**src/rtl/map_access_arbiter.sv**
```systemverilog
// Map RAM arbiter: shares the single-port wall map between the VGA renderer
// (never stalls), the game logic (req/gnt handshake) and a full-map clear.
module map_access_arbiter #(
    parameter int unsigned MAP_W  = 64,
    parameter int unsigned MAP_H  = 44,
    parameter int unsigned ADDR_W = 12
) (
    input  logic              clk,
    input  logic              rst_n,
    input  logic [5:0]        vga_req_x,
    input  logic [5:0]        vga_req_y,
    output logic              vga_is_wall,
    input  logic              game_req,
    input  logic              game_we,
    input  logic [5:0]        game_x,
    input  logic [5:0]        game_y,
    input  logic              game_wdata,
    output logic              game_gnt,
    output logic              game_rvalid,
    output logic              game_rdata,
    input  logic              clear_start,
    output logic              clear_busy,
    output logic              clear_done,
    output logic              mem_en,
    output logic              mem_we,
    output logic [ADDR_W-1:0] mem_addr,
    output logic              mem_wdata,
    input  logic              mem_rdata
);

    localparam int unsigned CLR_LAST = MAP_H * MAP_W - 1;

    typedef enum logic {
        ST_IDLE  = 1'b0,
        ST_CLEAR = 1'b1
    } state_t;

    state_t              r_state;
    state_t              w_state_nxt;
    logic [ADDR_W-1:0]   r_clr_cnt;
    logic [ADDR_W-1:0]   w_clr_cnt_nxt;
    logic                w_clr_write;
    logic                w_clear_done_nxt;
    logic                r_clear_busy;
    logic                r_clear_done;

    logic [ADDR_W-1:0]   w_vga_addr;
    logic [ADDR_W-1:0]   r_vga_addr;
    logic                r_vga_valid;
    logic                r_vga_pend;
    logic                r_vga_is_wall;
    logic                w_vga_access;

    logic [ADDR_W-1:0]   w_game_addr;
    logic                w_game_oob;
    logic                w_game_grant;
    logic                r_game_rvalid;
    logic                r_game_oob;

    assign w_vga_addr   = ADDR_W'({vga_req_y, vga_req_x});
    assign w_game_addr  = ADDR_W'({game_y, game_x});
    assign w_vga_access = !r_vga_valid || (w_vga_addr != r_vga_addr);
    assign w_game_oob   = (32'(game_y) >= MAP_H);

    // State register
    always_ff @(posedge clk or negedge rst_n) begin
        if (!rst_n) begin
            r_state <= ST_IDLE;
        end else begin
            r_state <= w_state_nxt;
        end
    end

    // Next state, clear sequencing and game grant; VGA slots pre-empt both
    always_comb begin
        w_state_nxt      = r_state;
        w_clr_cnt_nxt    = r_clr_cnt;
        w_clr_write      = 1'b0;
        w_clear_done_nxt = 1'b0;
        w_game_grant     = 1'b0;
        case (r_state)
            ST_IDLE: begin
                if (clear_start) begin
                    w_state_nxt   = ST_CLEAR;
                    w_clr_cnt_nxt = '0;
                end else if (game_req && !w_vga_access) begin
                    w_game_grant = 1'b1;
                end
            end
            ST_CLEAR: begin
                if (!w_vga_access) begin
                    w_clr_write = 1'b1;
                    if (r_clr_cnt == ADDR_W'(CLR_LAST)) begin
                        w_state_nxt      = ST_IDLE;
                        w_clear_done_nxt = 1'b1;
                    end else begin
                        w_clr_cnt_nxt = r_clr_cnt + ADDR_W'(1);
                    end
                end
            end
            default: begin
                w_state_nxt = ST_IDLE;
            end
        endcase
    end

    // RAM port mux: VGA first, then granted in-range game access, then clear write
    always_comb begin
        mem_en    = 1'b0;
        mem_we    = 1'b0;
        mem_addr  = '0;
        mem_wdata = 1'b0;
        if (w_vga_access) begin
            mem_en   = 1'b1;
            mem_addr = w_vga_addr;
        end else if (w_game_grant && !w_game_oob) begin
            mem_en    = 1'b1;
            mem_we    = game_we;
            mem_addr  = w_game_addr;
            mem_wdata = game_wdata;
        end else if (w_clr_write) begin
            mem_en    = 1'b1;
            mem_we    = 1'b1;
            mem_addr  = r_clr_cnt;
            mem_wdata = 1'b0;
        end
    end

    // Clear counter and clear status flags
    always_ff @(posedge clk or negedge rst_n) begin
        if (!rst_n) begin
            r_clr_cnt    <= '0;
            r_clear_busy <= 1'b0;
            r_clear_done <= 1'b0;
        end else begin
            r_clr_cnt    <= w_clr_cnt_nxt;
            r_clear_busy <= (w_state_nxt == ST_CLEAR);
            r_clear_done <= w_clear_done_nxt;
        end
    end

    // Last VGA address tracking and wall capture one cycle after the fetch
    always_ff @(posedge clk or negedge rst_n) begin
        if (!rst_n) begin
            r_vga_addr    <= '0;
            r_vga_valid   <= 1'b0;
            r_vga_pend    <= 1'b0;
            r_vga_is_wall <= 1'b0;
        end else begin
            r_vga_pend <= w_vga_access;
            if (w_vga_access) begin
                r_vga_addr  <= w_vga_addr;
                r_vga_valid <= 1'b1;
            end
            if (r_vga_pend) begin
                r_vga_is_wall <= mem_rdata;
            end
        end
    end

    // Game read return tracking; out-of-map reads report a wall
    always_ff @(posedge clk or negedge rst_n) begin
        if (!rst_n) begin
            r_game_rvalid <= 1'b0;
            r_game_oob    <= 1'b0;
        end else begin
            r_game_rvalid <= w_game_grant && !game_we;
            r_game_oob    <= w_game_oob;
        end
    end

    assign vga_is_wall = r_vga_is_wall;
    assign game_gnt    = w_game_grant;
    assign game_rvalid = r_game_rvalid;
    assign game_rdata  = r_game_rvalid && (r_game_oob || mem_rdata);
    assign clear_busy  = r_clear_busy;
    assign clear_done  = r_clear_done;

endmodule

```
**config.mk**
```make
export PLATFORM = sky130hd
export DESIGN_NAME = map_access_arbiter
export DESIGN_NICKNAME = d
export VERILOG_FILES = /design/src/rtl/map_access_arbiter.sv
export SDC_FILE = /design/constraint.sdc
export NUM_CORES = 1
export LEC_CHECK = 0
export BUFFER_PORTS_ARGS = -buffer_cell sky130_fd_sc_hd__buf_2
export CAP_MARGIN = 10
export CELL_PAD_IN_SITES_DETAIL_PLACEMENT = 0
export CELL_PAD_IN_SITES_GLOBAL_PLACEMENT = 1
export CORE_ASPECT_RATIO = 1.2
export CORE_UTILIZATION = 40
export CTS_CLUSTER_SIZE = 24
export DETAILED_ROUTE_END_ITERATION = 6
export PLACE_DENSITY_LB_ADDON = 0.3
export SLEW_MARGIN = 15
export SYNTH_ARGS = -nofsm -noshare
export SYNTH_HDL_FRONTEND = slang
export SYNTH_SLANG_ARGS = --single-unit
```
**constraint.sdc**
```tcl
create_clock -name clk -period 4.45 [get_ports clk]
set_input_delay 0.89 -clock clk [delete_from_list [all_inputs] [get_ports clk]]
set_output_delay 0.89 -clock clk [all_outputs]
set_load 0.05 [all_outputs]
```
; ---- Word level (Yosys, flattened, before mapping)
; Index checks and enable logic that the tools add are counted.
[classes]
bitwise_logic = 1
order_cmp = 1
n_eq_ne = 5
add_sub_neg = 1
muxes = 26
reduce_logical = 11
[ops]
columns = cell, n
row1 = $mux 12, 6
row2 = $pmux 12 s2, 1
row3 = $mux 1, 18
row4 = $add 12x1->12 const B, 1
row5 = $eq 12x12->1 const B, 1
row6 = $ne 12x12->1, 1
row7 = $ge 6x6->1 const B, 1
row8 = $ne 2x2->1 const B, 3
row9 = $logic_and 1x1->1, 4
row10 = $logic_not 1->1, 4
row11 = $reduce_and 3->1, 1
row12 = $logic_or 1x1->1, 2
row13 = $pmux 1 s2, 1
row14 = $not 1->1, 1
[totals]
ff_bits = 31
elab_cells = 54
in_bits = 31
out_inout_bits = 21

; ---- Logic depth before layout (Yosys ltp)
; Gate-level depths: netlist of run 1.
[logic_depth]
ltp_word = 10
ltp_mapped = 8
mapped_depth_nobuf = 6

; ---- Worst setup path after synthesis of run 1
; OpenSTA, ideal clock, no wires.
[synth_timing]
kind = input port to output port
startpoint = input vga_req_x[4]
endpoint = output mem_wdata
cell_stages = 7
n_path_buf = 1
arrival_ns = 3.460
slack_ns = 0.100
t_required_ns = 3.560
path_cell_list = xnor2_1 -> nand4_1 -> nor4_2 -> inv_2 -> buf_2 -> nor3_1 -> and3b_1
[synth_via]
elab_chain_len = 10
[synth_rtl]
columns = element, line_no
row1 = "start, declared", 10  ; input logic [5:0] vga_req_x,
row2 = $ne 12x12->1, 62  ; assign w_vga_access = !r_vga_valid || (w_vga_addr != r_vga_addr);
row3 = $logic_or 1x1->1, 62
row4 = $logic_not 1->1, --
row5 = $logic_and 1x1->1, 86  ; end else if (game_req && !w_vga_access) begin
row6 = $mux 1, 86
row7 = $mux 1, 83  ; if (clear_start) begin
row8 = $mux 1, 81  ; case (r_state)
row9 = via game_gnt, 18  ; output logic game_gnt,
row10 = $logic_and 1x1->1, 116  ; end else if (w_game_grant && !w_game_oob) begin
row11 = $mux 1, 116
row12 = $mux 1, 113  ; if (w_vga_access) begin
row13 = "end, declared", 27  ; output logic mem_wdata,
; The timed path passes the listed nets, and every way through them passes these cells.

; ---- Worst setup path after layout of run 1
[layout_timing]
startpoint = input vga_req_y[0]
endpoint = output mem_wdata
[layout_via]
elab_chain_len = 10
[layout_rtl]
columns = element, line_no
row1 = "start, declared", 11  ; input logic [5:0] vga_req_y,
row2 = $ne 12x12->1 (*), 62
row3 = $logic_or 1x1->1 (*), 62
row4 = $logic_not 1->1, --
row5 = $logic_and 1x1->1, 86
row6 = $mux 1, 86
row7 = $mux 1, 83
row8 = $mux 1, 81
row9 = $logic_and 1x1->1, 116
row10 = $mux 1, 116
row11 = $mux 1 (*), 113
; Every way passes the cells marked *; elsewhere a longest branch is shown, timed or not.

==> impl_metrics.csv, run 1 <==
group,metric,value,unit
die,fp.dieW,61.6,µm
detailed_routing,antenna_left,0,
flow_run,cap_violations,0,
setup_path,start_kind,"input pin",
detailed_routing,drt_iter0_markers,51,
logic_synthesis,synthAdderAreaFrac,0.00733,
timing,finalSetupTns,0,ns
setup_path,cpMostUsedCell,"buf_2",
global_route,grt_util_all_layers,0.200,
clock_tree,clkTransAtPathRegs,0.06,ns
power_and_ir_drop,power,0.668,mW
logic_synthesis,synth.most_common_cell,"dfrtp_1",
final_layout,nets,259,
timing,hold_violations,0,
min_path,hold_path_class,"flip-flop to flip-flop",
logic_synthesis,syn-num-nets,222,
setup_path,path_max_fanout,32,
timing,period_share,0.782,
global_route,grt_antenna_before_repair,0,
logic_synthesis,synth_cell_type_count,41,
clock_tree,numClockSinks,31,
die,rows,25,
logic_synthesis,yosysSeqAreaShare,0.455,
final_layout,stdcell_count,282,
timing,finClkSkew,0.00277,ns
logic_synthesis,yosys.area_share.simple,0.246,
die,dieHeight,73.6,µm
timing,relSlewSlack,0.482,
timing,max_freq,287,MHz
global_route,gr-usage-met3,0.0511,
placement,dpl_cell_area,0.00196,mm²
logic_synthesis,synth_xor_area_frac,0.0616,
logic_synthesis,yosys-top-cells-count,"dfrtp_1, nor2_1, clkbuf_1",
global_route,use_met1,0.260,
die,fp.dieArea,0.00453,mm²
detailed_routing,post_drt_wl_per_cell,14.6,µm
global_route,grt_pass1_wl,6.64,mm
logic_synthesis,synth.top_cell.area_share,0.455,
die,start_util,0.426,
timing,fin_crit,3.48,ns
clock_tree,postCtsSetupRepairBufs,0,
global_route,grt_pass1_vias,1425,
placement,portBuffers,51,
timing,hold_ws,0.502,ns
setup_path,slowest_stage,"nor4_4",
logic_synthesis,synth_compound_area_frac,0.158,
clock_tree,cts_buffers,5,
clock_tree,cts_hold_buf,0,
setup_path,critPathTopFamily,"simple AND/OR/NAND/NOR gates",
detailed_routing,dr.pass1.iters,4,
placement,hpwl,3.02,mm
die,io-pin-count,52,
timing,worst_pin_slew,0.777,ns
logic_synthesis,synth.area.mux_share,0.0125,
setup_path,crit_required,3.56,ns
logic_synthesis,synth-async-reset-ratio,1.00,
die,core,0.00400,mm²
final_layout,design_area,0.00208,mm²
placement,dp_cells,274,
logic_synthesis,synth_area_leaders,"dfrtp_1, xnor2_1, nor2_1",
power_and_ir_drop,powerDensity,321,mW/mm²
logic_synthesis,synth-edff-count,0,
setup_path,critical_path_buf_inv_count,3,
power_and_ir_drop,ir_worst_vdd,0.000136,V
logic_synthesis,synth_top_family_by_area,"simple AND/OR/NAND/NOR gates",
power_and_ir_drop,p_leak,0.948,nW
logic_synthesis,yosys_warnings,0,
global_route,grt_overflow,0,
logic_synthesis,synth_ff_type,"dfrtp_1",
clock_tree,tritoncts,"yes",
clock_tree,htreeDepth,2,
detailed_routing,num_vias,1498,
clock_tree,worstSkewPairLatency,0.28,ns
logic_synthesis,synth_seq_cells,31,
global_route,grt_max_degree,33,
logic_synthesis,syn_area_per_cell,8.98,µm²
clock_tree,cts_root_buf,"clkbuf_8",
timing,setup_viol,0,
run_status,outcome,"complete, no violations",
timing,final_max_slew_viol_count,0,
clock_tree,clk_path_buf_depth,2,
clock_tree,cts_resized,0,
detailed_routing,wirelength,4.13,mm
setup_path,cp.arrival,2.59,ns
timing,rsz0062_at_grt,"no",
placement,place.gp.congestion,0.740,
detailed_routing,drc,0,
global_route,busiest_layer,"met2",
logic_synthesis,synthesis.area,0.00171,mm²
global_route,grt_use_met2,0.318,
setup_path,crit_type,"input pin to output port",
detailed_routing,viasPerCell,5.31,
logic_synthesis,postSynthCellCount,190,
setup_path,endpoint_kind,"output port",
final_layout,area_delta_synth_final,21.8,%
setup_path,cp_slowest_stage_delay,0.31,ns
setup_path,worstPathCellList,"buf_2, xnor2_1, nand4_1, nor4_4, inv_2, nor3_1, and3b_1, buf_2",
final_layout,n_antenna_cell,0,
logic_synthesis,synth_largest_area_cell,"dfrtp_1",
final_layout,drive_gt1_frac,0.285,
-- cell usage in the layout, fill, tap and decap left out, drive strengths merged, types with 2 or more instances in the layout --
cell	instances
inv	2
clkbuf	6
or3	5
dfrtp	31
a21o	2
nand2	13
o41ai	2
xnor2	12
nand4	8
nor2	26
a221oi	8
a21oi	8
nand3	6
nor4	2
nand2b	5
o21a	2
and2	4
and4	2
o311ai	2
buf	53
nor3	2
o21ai	4
o211ai	3
a31oi	3
or4	2
-- flip-flops by register name, summed over array words and instances (netlist names) --
name	count
clear_done	1
clear_busy	1
r_vga_valid	1
vga_is_wall	1
r_vga_pend	1
r_vga_addr	12
game_rvalid	1
r_clr_cnt	12
r_game_oob	1
-- per-layer routing --
layer,vias to the layer above,share of wire
li1,752,-
met1,713,0.47
met2,29,0.48
met3,4,0.036
met4,0,0.0075
met5,-,0
-- where the power goes --
group	internal (mW)	switching (mW)	leakage (nW)
sequential	0.292	0.00645	0.384
combinational	0.0300	0.0530	0.503
clock	0.181	0.105	0.0612
total	0.503	0.165	0.948
-- stage by stage --
step           utilization  setup WS, ns
6_report             0.519         0.969
5_1_grt              0.519         0.814
3_5_place_dp         0.490         0.951
2_1_floorplan            -         0.100
4_1_cts              0.519         0.953
3_3_place_gp         0.490         0.965
-- cell type report --
type	instances	area (µm²)
clock inverter	2	35.0
timing repair buffer	53	270
multi-input combinational	134	840
inverter	2	7.51
fill	417	1930
tap	54	67.6
sequential	31	776
clock buffer	6	82.6
-- worst paths after layout --
check | cells after the start | slack (ns) | end | from
min reg2reg | 1 | 0.50 | vga_is_wall | r_vga_pend
max reg2reg | 5 | 2.28 | r_clr_cnt[11] | clear_busy
max | 8 | 0.97 | mem_wdata | vga_req_y[0]
max in group asynchronous | 1 | 3.36 | r_vga_addr[9] | rst_n
min in group asynchronous | 1 | 0.65 | vga_is_wall | rst_n
min | 1 | 0.50 | vga_is_wall | r_vga_pend
-- cells by family (layout without fill, tap and decap cells) --
group,after synthesis,after routing
AND/OR/NAND/NOR,80,80
multiplexers,2,2
XOR/XNOR,12,12
other,1,1
AO/OA/AOI/OAI,38,38
adder cells (fa/ha/maj),1,1
buffers and inverters,25,63
flip-flops,31,31
Power figures use the tool's default switching activity.
==> run 2, diff against run 1 <==
ABC_AREA = 1   (was unset)
CORE_UTILIZATION = 34   (was 40)
clock period = 3 ns   (was 4.45 ns; I/O delays follow)
==> run 2 against run 1 <==
- non-clock buffer count rose by 3
- die area rose by 54%
- clock-buffer cell count rose by 1
- sequential power rose by 46%
- first-iteration DRC count rose by 7.8%
- clock power rose by 15%
- final cell count rose by 67%
- critical path depth rose by 5
- synthesized cell count rose by 81%
- sequential cell count did not move
- clock skew rose by 0.0046 ns
==> impl_metrics.csv, run 2 <==
group,metric,value,unit
final_layout,final_common_cell,"nand2_1",
clock_tree,cts_root_buf,"clkbuf_8",
power_and_ir_drop,power_frac_clock,0.361,
die,rows,32,
die,fp.dieArea,0.00699,mm²
logic_synthesis,synth_ff_type,"dfrtp_1",
final_layout,area_delta_synth_final,15.7,%
logic_synthesis,syn_area_per_cell,6.58,µm²
global_route,gr-usage-met3,0.0271,
timing,fin_ws,0.225,ns
setup_path,r2r_end,"r_clr_cnt[10]",
timing,hold_violations,0,
timing,relSlewSlack,0.504,
detailed_routing,antenna_left,0,
flow_run,cap_violations,0,
final_layout,layout_common_cells,"nand2_1, buf_2, inv_1, nor2_1, dfrtp_1",
placement,hpwl,4.60,mm
global_route,grt_pass1_wl,9.96,mm
global_route,busiest_layer,"met2",
logic_synthesis,synth_cell_type_count,33,
global_route,grt_overflow,0,
global_route,grt_antenna_before_repair,0,
detailed_routing,drc,0,
die,start_util,0.351,
logic_synthesis,synth-edff-count,0,
power_and_ir_drop,p_leak,1.52,nW
detailed_routing,drt_iter0_markers,55,
timing,final_max_slew_viol_count,0,
logic_synthesis,syn-num-nets,376,
die,core,0.00645,mm²
die,dieHeight,91.4,µm
run_status,outcome,"complete, no violations",
power_and_ir_drop,powerDensity,349,mW/mm²
global_route,grt_pass1_vias,2064,
timing,max_freq,360,MHz
logic_synthesis,synth.most_common_cell,"nand2_1",
final_layout,top_regs,"r_clr_cnt x12, r_vga_addr x12",
detailed_routing,viasPerCell,4.60,
clock_tree,postCtsSetupRepairBufs,0,
detailed_routing,wirelength,6.10,mm
setup_path,start_kind,"input pin",
final_layout,drive_gt1_frac,0.197,
clock_tree,clkTransAtPathRegs,0.07,ns
final_layout,nFillCells,729,
logic_synthesis,synthesis.area,0.00226,mm²
timing,finalSetupTns,0,ns
placement,place_ws,0.223,ns
setup_path,cp.arrival,2.17,ns
timing,rsz0062_at_grt,"no",
placement,place.gp.congestion,0.783,
timing,period_share,0.925,
logic_synthesis,synth-async-reset-ratio,1.00,
logic_synthesis,postSynthCellCount,344,
clock_tree,cts_resized,0,
timing,fin_crit,2.77,ns
setup_path,crit_required,2.40,ns
power_and_ir_drop,cell_internal_pwr,0.637,mW
global_route,use_met1,0.227,
power_and_ir_drop,ir_worst_vdd,0.000142,V
clock_tree,numClockSinks,31,
setup_path,crit_type,"input pin to output port",
logic_synthesis,synth_seq_cells,31,
power_and_ir_drop,seqPwrFrac,0.476,
clock_tree,tritoncts,"yes",
logic_synthesis,synth_area_leaders,"dfrtp_1, nand2_1, inv_1",
setup_path,r2r_cells,6,
setup_path,path_max_fanout,16,
final_layout,ff_latch_area,776,µm²
min_path,hold_path_class,"input pin to asynchronous set/reset pin",
logic_synthesis,yosys-top-cells-count,"nand2_1, inv_1, nor2_1",
final_layout,n_antenna_cell,0,
detailed_routing,num_vias,2163,
timing,finClkSkew,0.00742,ns
die,io-pin-count,52,
power_and_ir_drop,p_sw_frac,0.302,
placement,portBuffers,51,
clock_tree,htreeDepth,2,
power_and_ir_drop,combPwrFrac,0.163,
logic_synthesis,yosysSeqAreaShare,0.343,
logic_synthesis,synth_largest_area_cell,"dfrtp_1",
clock_tree,worstSkewPairLatency,0.29,ns
global_route,grt_max_degree,32,
final_layout,multiInputGateArea,0.00118,mm²
clock_tree,cts_buffers,5,
clock_tree,clk_path_buf_depth,2,
global_route,grt_util_all_layers,0.184,
setup_path,r2r_slack,1.22,ns
timing,setup_viol,0,
logic_synthesis,synth.top_cell.area_share,0.343,
timing,worst_pin_slew,0.744,ns
global_route,grt_use_met2,0.320,
setup_path,rr_startpoint,"clear_busy",
timing,hold_ws,0.374,ns
final_layout,nets,416,
detailed_routing,dr.pass1.iters,4,
clock_tree,cts_hold_buf,0,
detailed_routing,post_drt_wl_per_cell,13.0,µm
power_and_ir_drop,p_sw,0.276,mW
setup_path,endpoint_kind,"output port",
die,fp.dieW,76.5,µm
logic_synthesis,yosys_warnings,0,
[run 2: cell types whose count changed after synthesis, moves of 8 or more]
cell	change
inv_1	+44
nor2_1	+8
xor2_1	+9
a221oi_1	-8
nand4_1	+19
nand3_1	+13
xnor2_1	-8
nand2_1	+109
[run 2: cells by family (layout without fill, tap and decap cells)]
kind of cell    count (synthesis)  after routing  synth area share
other cells                     1              1           0.00166
compound gates                  8              8            0.0205
buf+inv                        71            112             0.136
flops                          31             31             0.343
simple gates                  218            218             0.438
fa+ha+maj                       1              1           0.00553
mux                             1              1           0.00498
xor+xnor                       13             13            0.0503
[run 2: area by class of cell]
type	instances	area share
Clock buffer	7	0.0292
Multi-Input combinational cell	242	0.451
Tap cell	85	0.0407
Sequential cell	31	0.297
Timing Repair Buffer	56	0.112
Inverter	48	0.0693
Clock inverter	1	0.00191
[run 2: power by group through the flow]
stage,logic [mW],registers [mW],clock network (mW)
2_1_floorplan,0.0924,0.444,0
3_3_place_gp,0.149,0.442,0
3_5_place_dp,0.150,0.443,0
4_1_cts,0.150,0.434,0.342
5_1_grt,0.164,0.435,0.355
6_report,0.149,0.435,0.329
[run 2: how the worst max path moves through the flow]
stage | startpoint | endpoint | slack, ns | cells past startpoint
after detailed placement | vga_req_x[0] | mem_addr[10] | 0.22 | 13
final | vga_req_x[0] | mem_addr[3] | 0.23 | 13
after global placement | vga_req_x[1] | mem_addr[8] | 0.25 | 13
after global routing | vga_req_x[1] | mem_addr[10] | 0.1 | 13
after CTS | vga_req_x[0] | mem_addr[10] | 0.22 | 13
after floorplan | clear_busy | mem_wdata | 0.40 | 6
[run 2: worst max-delay path, cell delays in order]
cell and delay, ns:
buf_2 0.10, inv_1 0.05, nand2_1 0.07, nand2_1 0.05
nor2_1 0.12, nand2_1 0.11, nor2_4 0.25, nand2_4 0.19
clkinv_2 0.17, nand4_1 0.10, nand2_1 0.10, nand2_1 0.05
buf_2 0.20
[run 2: through the flow]
stage / area (µm²) / power [mW] / utilization / cells
final: 2620 / 0.913 / 0.406 / 470
after global placement: 2530 / 0.591 / 0.393 / 462
after CTS: 2620 / 0.927 / 0.406 / 470
after global routing: 2620 / 0.954 / 0.406 / 470
after detailed placement: 2530 / 0.593 / 0.393 / 462
after floorplan: 2260 / 0.536 / - / 344
[run 2: layer usage]
metal	share of wire	wire (µm)	vias up
met5	0	0	-
met4	0.017	102	0
met3	0.021	131	7
met2	0.50	3040	31
met1	0.46	2820	986
li1	-	-	1139
==> run 3, diff against run 2 <==
ABC_AREA = unset   (was 1)
==> run 3 against run 2 <==
- first-iteration DRC count is 62% higher
- sequential share of layout area grew 7.8 points
- critical path depth down 5
- largest power group unchanged
- register-to-register slack lost 0.40 ns
==> impl_metrics.csv, run 3 (synthesis results as in run 1) <==
group,metric,value,unit
run_status,outcome,"complete, no violations",
power_and_ir_drop,ir_worst_vdd,0.000166,V
setup_path,path_max_fanout,18,
timing,max_freq,361,MHz
clock_tree,cts_buffers,5,
timing,setup_viol,0,
setup_path,slowest_stage,"nor4_4",
setup_path,critPathTopFamily,"simple AND/OR/NAND/NOR gates",
clock_tree,numClockSinks,31,
timing,fin_crit,2.77,ns
clock_tree,cts_root_buf,"clkbuf_8",
die,start_util,0.363,
placement,dp_cells,280,
global_route,grt_max_degree,32,
detailed_routing,drc,0,
placement,portBuffers,51,
global_route,grt_antenna_before_repair,0,
setup_path,crit_type,"input pin to output port",
clock_tree,clkTransAtPathRegs,0.06,ns
setup_path,critical_path_buf_inv_count,3,
die,dieHeight,79.6,µm
detailed_routing,drt_iter0_markers,89,
setup_path,cpMostUsedCell,"buf_2",
detailed_routing,wirelength,4.31,mm
clock_tree,htreeDepth,2,
global_route,grt_overflow,0,
timing,final_max_slew_viol_count,0,
global_route,grt_pass1_vias,1444,
clock_tree,postCtsSetupRepairBufs,0,
final_layout,final_common_cell,"buf_2",
die,io-pin-count,52,
final_layout,stdcell_count,287,
timing,period_share,0.923,
die,core,0.00470,mm²
timing,worst_pin_slew,0.705,ns
clock_tree,clk_path_buf_depth,2,
final_layout,nets,261,
setup_path,startpoint,"vga_req_x[1]",
timing,finClkSkew,0.00263,ns
clock_tree,cts_hold_buf,0,
setup_path,cp_slowest_stage_delay,0.33,ns
clock_tree,cts_resized,0,
setup_path,worst-path-stages,8,
power_and_ir_drop,powerDensity,430,mW/mm²
die,rows,27,
setup_path,crit_required,2.40,ns
final_layout,area_delta_synth_final,21.5,%
final_layout,n_antenna_cell,0,
power_and_ir_drop,p_leak,0.942,nW
setup_path,rr_startpoint,"r_vga_addr[1]",
clock_tree,worstSkewPairLatency,0.28,ns
timing,relSlewSlack,0.530,
detailed_routing,dr.pass1.iters,4,
die,fp.dieW,66.7,µm
final_layout,fin_util,0.442,
setup_path,cp.arrival,2.17,ns
timing,hold_ws,0.369,ns
detailed_routing,viasPerCell,5.29,
setup_path,endpoint_kind,"output port",
final_layout,layout_common_cells,"buf_2, dfrtp_1, nor2_1, nand2_1, xnor2_1",
placement,hpwl,3.22,mm
final_layout,drive_gt1_frac,0.293,
detailed_routing,antenna_left,0,
setup_path,start_kind,"input pin",
setup_path,endpoint,"mem_wdata",
final_layout,top_regs,"r_clr_cnt x12, r_vga_addr x12",
global_route,grt_util_all_layers,0.178,
final_layout,nFillCells,490,
setup_path,r2r_slack,0.82,ns
die,fp.dieArea,0.00531,mm²
placement,place.gp.congestion,0.756,
timing,rsz0062_at_grt,"no",
timing,finalSetupTns,0,ns
setup_path,r2r_cells,7,
timing,hold_violations,0,
min_path,hold_path_class,"input pin to asynchronous set/reset pin",
global_route,grt_pass1_wl,7.02,mm
flow_run,cap_violations,0,
detailed_routing,post_drt_wl_per_cell,15.0,µm
detailed_routing,num_vias,1519,
clock_tree,tritoncts,"yes",
setup_path,r2r_end,"r_clr_cnt[4]",
setup_path,worstPathCellList,"buf_2, xnor2_1, nand3_1, nor4_4, inv_2, nor3_2, and3b_1, buf_2",
==> run 3: cell types whose count changed in the layout (fill, tap and decap cells not counted), sizes merged, moves of 9 or more <==
cell	change
xor2	-9
nand4	-20
inv	-45
nand3	-13
nand2	-112
nor2	-14
==> run 3: area by class of cell <==
class / instances / area (µm²) / area share
flip-flops and latches: 31 / 776 / 0.374
multi-input cells: 134 / 845 / 0.407
clock inverters: 1 / 5.00 / 0.00241
clock buffers: 6 / 82.6 / 0.0398
well taps: 58 / 72.6 / 0.0350
repair buffers: 55 / 285 / 0.138
inverters: 2 / 7.51 / 0.00362
==> run 3: worst min path at each step <==
stage	startpoint	end	slack, ns	depth (start not counted)
floorplan	rst_n	clear_busy	0.30	0
global placement	r_vga_pend	vga_is_wall	0.49	1
detailed placement	r_vga_pend	vga_is_wall	0.49	1
CTS	rst_n	r_clr_cnt[10]	0.39	1
global route	rst_n	r_clr_cnt[9]	0.42	1
finish	rst_n	vga_is_wall	0.37	1
==> run 3: metrics by stage <==
stage                     power (mW)  setup slack (ns)  instance area, µm²
after CTS                      0.911             0.215                2070
after global routing           0.942            0.0989                2070
after global placement         0.577             0.238                1990
after floorplan                0.525            -0.287                1710
final                          0.893             0.230                2070
after detailed placement       0.577             0.233                1990
==> run 3: routing by layer <==
metal / track usage / up-vias / part of all wire
li1: - / 749 / -
met1: 0.225 / 724 / 0.45
met2: 0.286 / 35 / 0.48
met3: 0.0429 / 11 / 0.046
met4: 0.0702 / 0 / 0.020
met5: 0 / - / 0
==> run 3: power breakdown <==
group          internal [mW]  switching (mW)  total, mW
Clock                  0.180           0.145      0.324
Sequential             0.433         0.00959      0.443
Combinational         0.0446          0.0806      0.125
